--- config.mk ---
export PLATFORM = sky130hd
export DESIGN_NAME = pipe_ctrl_flat
export DESIGN_NICKNAME = d
export VERILOG_FILES = /design/src/rtl/pipe_ctrl_if.sv /design/src/rtl/pipe_ctrl.sv /design/src/flat_wrapper.sv
export SDC_FILE = /design/constraint.sdc
export NUM_CORES = 1
export LEC_CHECK = 0
export ABC_AREA = 1
export BUFFER_PORTS_ARGS = -buffer_cell sky130_fd_sc_hd__buf_4
export CAP_MARGIN = 5
export CORE_AREA = 4 4 73 75
export DETAILED_ROUTE_END_ITERATION = 8
export DIE_AREA = 0 0 77 79
export GPL_TIMING_DRIVEN = 0
export HOLD_SLACK_MARGIN = 0.03
export PLACE_DENSITY = 0.82
export SYNTH_ARGS = -nofsm -noshare
export SYNTH_HDL_FRONTEND = slang
export SYNTH_SLANG_ARGS = --single-unit
--- constraint.sdc ---
create_clock -name clk -period 5.05 [get_ports clk]
set_clock_uncertainty 0.15 [all_clocks]
set_input_delay 0.2525 -clock clk [delete_from_list [all_inputs] [get_ports clk]]
set_output_delay 0.2525 -clock clk [all_outputs]
set_load 0.05 [all_outputs]
--- src/rtl/pipe_ctrl_if.sv ---
// Handshake and control bundle between the 5-stage pipeline datapath and pipe_ctrl.
interface pipe_ctrl_if #(
    parameter int unsigned CNT_W = 16
);
    logic             hz_stall;
    logic             br_taken;
    logic             mem_access;
    logic             dmem_ready;
    logic             imem_ready;
    logic             pc_we;
    logic             ifid_we;
    logic             ifid_flush;
    logic             idex_we;
    logic             idex_flush;
    logic             exmem_we;
    logic             memwb_we;
    logic             memwb_flush;
    logic             err;
    logic [CNT_W-1:0] stall_cnt;
    logic [CNT_W-1:0] flush_cnt;

    // Datapath side: raises requests and memory handshakes, consumes controls.
    modport master (
        output hz_stall, br_taken, mem_access, dmem_ready, imem_ready,
        input  pc_we, ifid_we, ifid_flush, idex_we, idex_flush,
               exmem_we, memwb_we, memwb_flush, err, stall_cnt, flush_cnt
    );

    // Sequencer side.
    modport slave (
        input  hz_stall, br_taken, mem_access, dmem_ready, imem_ready,
        output pc_we, ifid_we, ifid_flush, idex_we, idex_flush,
               exmem_we, memwb_we, memwb_flush, err, stall_cnt, flush_cnt
    );
endinterface

--- src/rtl/pipe_ctrl.sv ---
// Pipeline sequencer: merges hazard stall, branch redirect and memory wait
// into per-register write enables / flushes, with wait timeout and perf counters.
module pipe_ctrl #(
    parameter int unsigned MAX_WAIT = 15,
    parameter int unsigned CNT_W    = 16,
    parameter int unsigned WAIT_W   = 8
) (
    input  logic         clk,
    input  logic         rst_n,
    pipe_ctrl_if.slave   bus
);
    typedef enum logic [1:0] {RUN, DWAIT, IWAIT, ERR} state_t;

    // Which control pattern is in force this cycle.
    typedef enum logic [2:0] {R_GO, R_BR, R_HAZ, R_IMISS, R_FREEZE, R_ERR} rule_t;

    state_t            state;
    state_t            state_nxt;
    logic [WAIT_W-1:0] wait_cnt;
    logic [WAIT_W-1:0] wait_cnt_nxt;
    rule_t             sel;
    rule_t             late_sel;
    logic              d_miss;
    logic              pc_we;
    logic              ifid_we;
    logic              ifid_flush;
    logic              idex_we;
    logic              idex_flush;
    logic              exmem_we;
    logic              memwb_we;
    logic              memwb_flush;
    logic [CNT_W-1:0]  stall_cnt;
    logic [CNT_W-1:0]  flush_cnt;

    assign d_miss = bus.mem_access && !bus.dmem_ready;

    // Rules 3-5: what the pipeline does once both memories are satisfied.
    always_comb begin
        late_sel = R_GO;
        if (bus.hz_stall)      late_sel = R_HAZ;
        else if (bus.br_taken) late_sel = R_BR;
    end

    // State register and wait counter.
    always_ff @(posedge clk) begin
        if (!rst_n) begin
            state    <= RUN;
            wait_cnt <= '0;
        end else begin
            state    <= state_nxt;
            wait_cnt <= wait_cnt_nxt;
        end
    end

    // Next state, wait counter and rule selection.
    always_comb begin
        state_nxt    = state;
        wait_cnt_nxt = wait_cnt;
        sel          = R_GO;
        unique case (state)
            RUN: begin
                if (d_miss) begin
                    sel          = R_FREEZE;
                    state_nxt    = DWAIT;
                    wait_cnt_nxt = WAIT_W'(1);
                end else if (!bus.imem_ready) begin
                    sel          = R_IMISS;
                    state_nxt    = IWAIT;
                    wait_cnt_nxt = WAIT_W'(1);
                end else begin
                    sel = late_sel;
                end
            end
            DWAIT: begin
                if (bus.dmem_ready) begin
                    // Fetch miss on the release cycle is re-detected from RUN next cycle.
                    sel          = bus.imem_ready ? late_sel : R_IMISS;
                    state_nxt    = RUN;
                    wait_cnt_nxt = '0;
                end else begin
                    sel = R_FREEZE;
                    if (wait_cnt == WAIT_W'(MAX_WAIT)) state_nxt = ERR;
                    else wait_cnt_nxt = wait_cnt + WAIT_W'(1);
                end
            end
            IWAIT: begin
                if (d_miss) begin
                    sel          = R_FREEZE;
                    state_nxt    = DWAIT;
                    wait_cnt_nxt = WAIT_W'(1);
                end else if (bus.imem_ready) begin
                    sel          = late_sel;
                    state_nxt    = RUN;
                    wait_cnt_nxt = '0;
                end else begin
                    sel = R_IMISS;
                    if (wait_cnt == WAIT_W'(MAX_WAIT)) state_nxt = ERR;
                    else wait_cnt_nxt = wait_cnt + WAIT_W'(1);
                end
            end
            default: sel = R_ERR;
        endcase
    end

    // Decode selected rule into controls; reset forces a full bubble.
    always_comb begin
        pc_we       = 1'b0;
        ifid_we     = 1'b0;
        ifid_flush  = 1'b0;
        idex_we     = 1'b0;
        idex_flush  = 1'b0;
        exmem_we    = 1'b0;
        memwb_we    = 1'b0;
        memwb_flush = 1'b0;
        if (!rst_n || sel == R_ERR) begin
            ifid_flush  = 1'b1;
            idex_flush  = 1'b1;
            memwb_flush = 1'b1;
        end else begin
            unique case (sel)
                R_FREEZE: memwb_flush = 1'b1;
                R_IMISS: begin
                    exmem_we = 1'b1;
                    memwb_we = 1'b1;
                    if (bus.hz_stall) begin
                        idex_flush = 1'b1;
                    end else begin
                        ifid_flush = 1'b1;
                        idex_we    = 1'b1;
                    end
                end
                R_HAZ: begin
                    idex_flush = 1'b1;
                    exmem_we   = 1'b1;
                    memwb_we   = 1'b1;
                end
                default: begin
                    pc_we      = 1'b1;
                    ifid_we    = 1'b1;
                    idex_we    = 1'b1;
                    exmem_we   = 1'b1;
                    memwb_we   = 1'b1;
                    ifid_flush = (sel == R_BR);
                end
            endcase
        end
    end

    // Saturating stall / branch-flush performance counters.
    always_ff @(posedge clk) begin
        if (!rst_n) begin
            stall_cnt <= '0;
            flush_cnt <= '0;
        end else begin
            if (!pc_we && stall_cnt != '1) stall_cnt <= stall_cnt + CNT_W'(1);
            if (sel == R_BR && flush_cnt != '1) flush_cnt <= flush_cnt + CNT_W'(1);
        end
    end

    assign bus.pc_we       = pc_we;
    assign bus.ifid_we     = ifid_we;
    assign bus.ifid_flush  = ifid_flush;
    assign bus.idex_we     = idex_we;
    assign bus.idex_flush  = idex_flush;
    assign bus.exmem_we    = exmem_we;
    assign bus.memwb_we    = memwb_we;
    assign bus.memwb_flush = memwb_flush;
    assign bus.err         = (state == ERR);
    assign bus.stall_cnt   = stall_cnt;
    assign bus.flush_cnt   = flush_cnt;
endmodule

--- src/flat_wrapper.sv ---
// flat-port wrapper written by rule: the top's interface ports become plain ports
module pipe_ctrl_flat 
#(
    parameter int unsigned MAX_WAIT = 15,
    parameter int unsigned CNT_W    = 16,
    parameter int unsigned WAIT_W   = 8
)
  (clk, rst_n, bus_hz_stall, bus_br_taken, bus_mem_access, bus_dmem_ready, bus_imem_ready, bus_pc_we, bus_ifid_we, bus_ifid_flush, bus_idex_we, bus_idex_flush, bus_exmem_we, bus_memwb_we, bus_memwb_flush, bus_err, bus_stall_cnt, bus_flush_cnt);
  pipe_ctrl_if #(.CNT_W(CNT_W)) bus_i ();
  input  logic clk;
  input  logic rst_n;
  input wire logic [$bits(bus_i.hz_stall)-1:0] bus_hz_stall;
  input wire logic [$bits(bus_i.br_taken)-1:0] bus_br_taken;
  input wire logic [$bits(bus_i.mem_access)-1:0] bus_mem_access;
  input wire logic [$bits(bus_i.dmem_ready)-1:0] bus_dmem_ready;
  input wire logic [$bits(bus_i.imem_ready)-1:0] bus_imem_ready;
  output wire logic [$bits(bus_i.pc_we)-1:0] bus_pc_we;
  output wire logic [$bits(bus_i.ifid_we)-1:0] bus_ifid_we;
  output wire logic [$bits(bus_i.ifid_flush)-1:0] bus_ifid_flush;
  output wire logic [$bits(bus_i.idex_we)-1:0] bus_idex_we;
  output wire logic [$bits(bus_i.idex_flush)-1:0] bus_idex_flush;
  output wire logic [$bits(bus_i.exmem_we)-1:0] bus_exmem_we;
  output wire logic [$bits(bus_i.memwb_we)-1:0] bus_memwb_we;
  output wire logic [$bits(bus_i.memwb_flush)-1:0] bus_memwb_flush;
  output wire logic [$bits(bus_i.err)-1:0] bus_err;
  output wire logic [$bits(bus_i.stall_cnt)-1:0] bus_stall_cnt;
  output wire logic [$bits(bus_i.flush_cnt)-1:0] bus_flush_cnt;
  assign bus_i.hz_stall = bus_hz_stall;
  assign bus_i.br_taken = bus_br_taken;
  assign bus_i.mem_access = bus_mem_access;
  assign bus_i.dmem_ready = bus_dmem_ready;
  assign bus_i.imem_ready = bus_imem_ready;
  assign bus_pc_we = bus_i.pc_we;
  assign bus_ifid_we = bus_i.ifid_we;
  assign bus_ifid_flush = bus_i.ifid_flush;
  assign bus_idex_we = bus_i.idex_we;
  assign bus_idex_flush = bus_i.idex_flush;
  assign bus_exmem_we = bus_i.exmem_we;
  assign bus_memwb_we = bus_i.memwb_we;
  assign bus_memwb_flush = bus_i.memwb_flush;
  assign bus_err = bus_i.err;
  assign bus_stall_cnt = bus_i.stall_cnt;
  assign bus_flush_cnt = bus_i.flush_cnt;
  pipe_ctrl #(.MAX_WAIT(MAX_WAIT), .CNT_W(CNT_W), .WAIT_W(WAIT_W)) u_core (.clk(clk), .rst_n(rst_n), .bus(bus_i));
endmodule
### Yosys cells after proc, flatten, opt, wreduce, memory -nomap -nowiden

Cells that the tools add are included.

| operators by class | value |
|---|---|
| add/sub/neg operators | 3 |
| reductions and logical operators | 13 |
| multiplexer cells | 34 |
| eq/ne operators | 12 |

Operators by type and width:

| operator | count |
|---|---|
| $mux W8 | 6 |
| $add A16 B1 Y16 const B | 2 |
| $ne A16 B16 Y1 const B | 2 |
| $pmux W8 S3 | 1 |
| $mux W1 | 12 |
| $mux W2 | 6 |
| $mux W3 | 4 |
| $add A8 B1 Y8 const B | 1 |
| $eq A8 B4 Y1 const B | 1 |
| $eq A3 B2 Y1 const B | 2 |
| $eq A3 B3 Y1 const B | 2 |
| $pmux W1 S2 | 3 |
| $pmux W2 S3 | 1 |
| $pmux W3 S2 | 1 |
| $eq A2 B2 Y1 const B | 2 |
| $reduce_or A2 Y1 | 2 |
| $eq A3 B1 Y1 const B | 1 |
| $logic_and A1 B1 Y1 | 3 |
| $logic_not A1 Y1 | 3 |
| $ne A3 B2 Y1 const B | 1 |
| $reduce_bool A3 Y1 | 1 |
| $reduce_or A3 Y1 | 1 |
| $eq A2 B1 Y1 const B | 1 |
| $logic_not A2 Y1 | 1 |
| other kinds (2) | 2 |

| storage, ports and cells | value |
|---|---|
| output and inout bits | 41 |
| logic and storage cells | 66 |
| register bits after elaboration | 42 |
| bits of input ports | 7 |

### Depth between registers and ports, before layout

| logic depth | value |
|---|---|
| depth in word-level cells | 11 |
| mapped depth | 14 |
| mapped depth without buffers | 14 |

### Least setup slack after synthesis

OpenSTA, ideal clock, no wires.

| path | value |
|---|---|
| path kind | register to output |
| start point | register u_core.state[0] |
| end point | output bus_idex_we |
| slack | 2.167 ns |
| required time | 4.648 ns |
| buffers on the path | 0 |
| stages on the path, launching flop included | 8 |
| data arrival time | 2.480 ns |
| cell sequence | dfxtp_1 -> ha_1 -> inv_1 -> nand2_4 -> inv_1 -> o21ai_0 -> nand2_1 -> nor2_1 |

| between the ends | value |
|---|---|
| longest elaborated chain between the ends | 7 |
| elaborated cells between the ends (all ways) | 13 |
| those cells by class | 6 x eq/ne; 3 x mux; 4 x reduce/logical |

Ends and longest elaborated chain:

| what | RTL line | text |
|---|---|---|
| start, declared | pipe_ctrl.sv:17 | `state_t state;` |
| start signal, assigned | pipe_ctrl.sv:50 | `state <= state_nxt;` |
| $eq A2 B2 Y1 / $logic_not A2 Y1 (equally long branches) | pipe_ctrl.sv:60 | `unique case (state)` |
| $reduce_or A2 Y1 (no line) | n/a |  |
| $pmux W3 S2 * | pipe_ctrl.sv:60 |  |
| $eq A3 B2 Y1 / $eq A3 B3 Y1 (equally long branches) | pipe_ctrl.sv:120 | `unique case (sel)` |
| $reduce_or A2 Y1 (no line) | n/a |  |
| $pmux W1 S2 | pipe_ctrl.sv:120 |  |
| $mux W1 * | pipe_ctrl.sv:115 | `if (!rst_n \|\| sel == R_ERR) begin` |
| end, declared | flat_wrapper.sv:20 | `output wire logic [$bits(bus_i.idex_we)-1:0] bus_idex_we;` |

Mark *: on every way between the ends. The rest lies on a longest branch, timed or not.

### Worst setup path after layout

| path | value |
|---|---|
| start point | register u_core.state[0] |
| end point | output bus_pc_we |

| between the ends | value |
|---|---|
| longest elaborated chain between the ends | 7 |
| elaborated cells between the ends (all ways) | 13 |
| those cells by class | 6 x eq/ne; 3 x mux; 4 x reduce/logical |

Ends and longest elaborated chain:

| what | RTL line | text |
|---|---|---|
| $eq A2 B2 Y1 / $logic_not A2 Y1 (equally long branches) | pipe_ctrl.sv:60 |  |
| $reduce_or A2 Y1 (no line) | n/a |  |
| $pmux W3 S2 * | pipe_ctrl.sv:60 |  |
| $eq A3 B2 Y1 / $eq A3 B3 Y1 (equally long branches) | pipe_ctrl.sv:120 |  |
| $reduce_or A3 Y1 (no line) | n/a |  |
| $mux W1 | pipe_ctrl.sv:120 |  |
| $mux W1 * | pipe_ctrl.sv:115 |  |
| end, declared | flat_wrapper.sv:17 | `output wire logic [$bits(bus_i.pc_we)-1:0] bus_pc_we;` |

Marks and branches as above.

==> impl_metrics.csv <==
group,metric,value,unit
status,status,"finished clean",
detailed_routing,drc_errors,0,
timing,slew_violations,0,
power,ir_drop,0.1998,mV
finish,area_growth,18.48,%
finish,final_area,3233,µm²
finish,fill_cells,395,
logic_synthesis,synth-seq-cells,42,
timing,fmax,0.3543,GHz
global_route,grt_max_degree,13,
critical_path,crit_buf_inv,5,
logic_synthesis,synth_edf_count,0,
placement,dp_hpwl,4609,µm
power,combPwrFrac,44.3,%
critical_path,path_class,"reg2out",
clocking,post_cts_buffers,0,
finish,final_common_cell,"nand2_1",
detailed_routing,wl_per_cell,12.07,µm
die,initial_core_util,58.55,%
timing,hold_violations,0,
die,rows,25,
logic_synthesis,synthArstFlopShare,0,%
critical_path,cp_max_fo,10,
clocking,clock-root-buffer,"clkbuf_8",
logic_synthesis,synth_top_area_share,30.81,%
finish,antennaDiodeCount,0,
power,p_int,0.6259,mW
die,die_x,77,µm
critical_path,cpLargestDelayFamily,"simple AND/OR/NAND/NOR gates",
logic_synthesis,synth-seq-area-share,30.81,%
critical_path,start_kind,"flop",
clocking,hold_buffers,0,
power,seqPwrFrac,35.3,%
logic_synthesis,synth.largest_area_cell,"dfxtp_1",
timing,maxSlewHeadroom,53.64,%
logic_synthesis,syn_area,2729,µm²
critical_path,endpoint_kind,"primary output",
finish,final-instance-count-excl-fill,506,
detailed_routing,via_per_inst,5.291,
placement,numPortBuffers,46,
global_route,grt_use_total,21.31,%
critical_path,crit_path_top_delay_cell,"dfxtp_1",
detailed_routing,drtIter0Drc,108,
detailed_routing,first_pass_iters,4,
clocking,cts_buffers,5,
clocking,insertion_delay,0.29,ns
clocking,htreeDepth,2,
timing,worst_pin_slew,0.6953,ns
placement,dpl.cell_count,498,
clocking,cts_tree,"yes",
flow_run,drv_cap,0,
global_route,grt_first_pass_wirelength,10780,µm
clocking,cts_buffer_depth,2,
detailed_routing,dr_total_vias,2677,
logic_synthesis,synthesis.nets,413,
global_route,grt_pass1_vias,2464,
logic_synthesis,synthTopCellsByArea,"dfxtp_1 (31%), nand2_1 (10%), nor2_1 (7.3%)",
finish,drive_gt1_share,22.79,%
global_route,grt_antenna_before_repair,0,
critical_path,required,4.65,ns
critical_path,worst_ep_arrival_time,2.42,ns
detailed_routing,ant_nets,0,
finish,nets,466,
clocking,numClockSinks,42,
clocking,clk_pin_slew,0.08,ns
logic_synthesis,syn_avg_cell_area,6.856,µm²
min_path,hold_class,"in2reg",
logic_synthesis,yosys_warnings,0,
critical_path,cp_slowest_stage_delay,0.43,ns
detailed_routing,drt-total-wl,6108,µm
die,fp.dieH,79,µm
power,pwr_density_cell,342.8,nW/µm²
finish,mostFrequentLayoutCells,"nand2_1 (74), nor2_1 (53), buf_4 (49)",
placement,place_area,3142,µm²
global_route,grt_overflow,0,
power,p_sw_share,43.53,%
die,design.die.area,6083,µm²
timing,tns,0,ns
die,core_area,4661,µm²
timing,setup_viol,0,
placement,place.gp.congestion,0.8472,
logic_synthesis,syn_inst,398,
logic_synthesis,synthFlopType,"dfxtp_1",
power,clockPowerShare,20.4,%
power,p_switching,0.4825,mW
critical_path,crit_chain,"inv_1, ha_1, nor2_4, nand2_1, nand3_2, nand2_4, nor2_2, nor2_2, nand2_4, buf_6, inv_1, buf_4, buf_4",
die,ios,48,
timing,rsz0062_at_grt,"false",
logic_synthesis,synth_cell_types,37,
timing,period_needed,2.823,ns
clocking,cts_resized,0,
power,p_leak,1.309,nW
timing,min_period_over_period,55.89,%
==> path summary, 6_finish.rpt <==
kind | startpoint | end | slack (ns) | cells past startpoint
max | u_core.state[0] | bus_pc_we | 2.23 | 13
min reg2reg | u_core.wait_cnt[3] | u_core.wait_cnt[3] | 0.32 | 2
min | rst_n | u_core.bus.flush_cnt[3] | 0.25 | 3
max reg2reg | u_core.state[0] | u_core.bus.stall_cnt[7] | 2.78 | 13
==> sequential cells by signal, indices dropped and copies added (netlist names) <==
register and count:
u_core.bus.stall_cnt 16, u_core.bus.flush_cnt 16, u_core.state 2, u_core.wait_cnt 8
==> cells in the mapped netlist (3+ instances only) <==
library cell,number
nand2_1,74
buf_4,3
nand3_1,34
inv_1,44
nand2_4,5
clkbuf_1,4
o21ai_0,15
nand4_1,7
nor2_1,53
nand2_2,11
xor2_1,9
ha_1,8
a21oi_2,10
nor2_4,4
xnor2_1,8
nor3_1,12
nor2_2,6
dfxtp_1,42
a31oi_1,3
a21oi_1,25
inv_2,3
==> worst register-to-register path: stages (launching register included) <==
cell     delay (ns)
dfxtp_1        0.43
inv_1          0.11
ha_1           0.25
nor2_4         0.14
nand2_1        0.11
nand3_2        0.11
nand2_4        0.07
nor2_2         0.17
nor2_2         0.07
nand2_4        0.15
nand2_4        0.09
buf_12         0.16
nand2_2        0.06
a21oi_2        0.05
==> final cells by class <==
cell class	instances	area, µm²	area share, %
clock inverter	1	5.005	0.1548
clock buffer	7	86.33	2.670
tap	54	67.56	2.090
multi-input combinational	297	1630	50.43
sequential	42	840.8	26.01
inverter	48	180.2	5.573
timing repair buffer	46	345.3	10.68
buffer	11	77.57	2.399
==> metrics by stage <==
| step | power, mW | utilization [%] | hold WS [ns] | setup slack [ns] |
|---|---|---|---|---|
| after floorplan | 0.7722 | - | 0.2953 | 2.167 |
| after global placement | 0.8790 | 67.41 | 0.3035 | 2.593 |
| after detailed placement | 0.8871 | 67.41 | 0.3086 | 2.548 |
| after CTS | 1.116 | 69.37 | 0.2399 | 2.215 |
| after global routing | 1.183 | 69.37 | 0.2712 | 2.028 |
| final | 1.108 | 69.37 | 0.2538 | 2.227 |
==> cells by family after synthesis <==
logic type,count (synthesis),share of synthesized area [%]
XOR/XNOR,17,5.456
AND/OR/NAND/NOR,214,37.92
AO/OA/AOI/OAI,58,12.70
adder cells (fa/ha/maj),8,3.668
flip-flops,42,30.81
buffers and inverters,59,9.445
==> layer usage <==
metal  up-vias  wire, µm  GRT usage [%]  part of all wire (%)
met4         0        43          6.940                  0.70
met1      1226      2820          26.33                    46
met3         4       226          4.082                   3.7
li1       1394         -              -                     -
met5         -         0              0                     0
met2        53      3018          37.37                    49
==> power by group through the flow <==
stage          clock network (mW)  registers, mW  logic (mW)
3_3_place_gp                    0          0.397       0.482
2_1_floorplan                   0          0.435       0.338
6_report                    0.226          0.391       0.491
5_1_grt                     0.248          0.396       0.539
3_5_place_dp                    0          0.398       0.489
4_1_cts                     0.233          0.391       0.493
(Power assumes the default switching activity.)
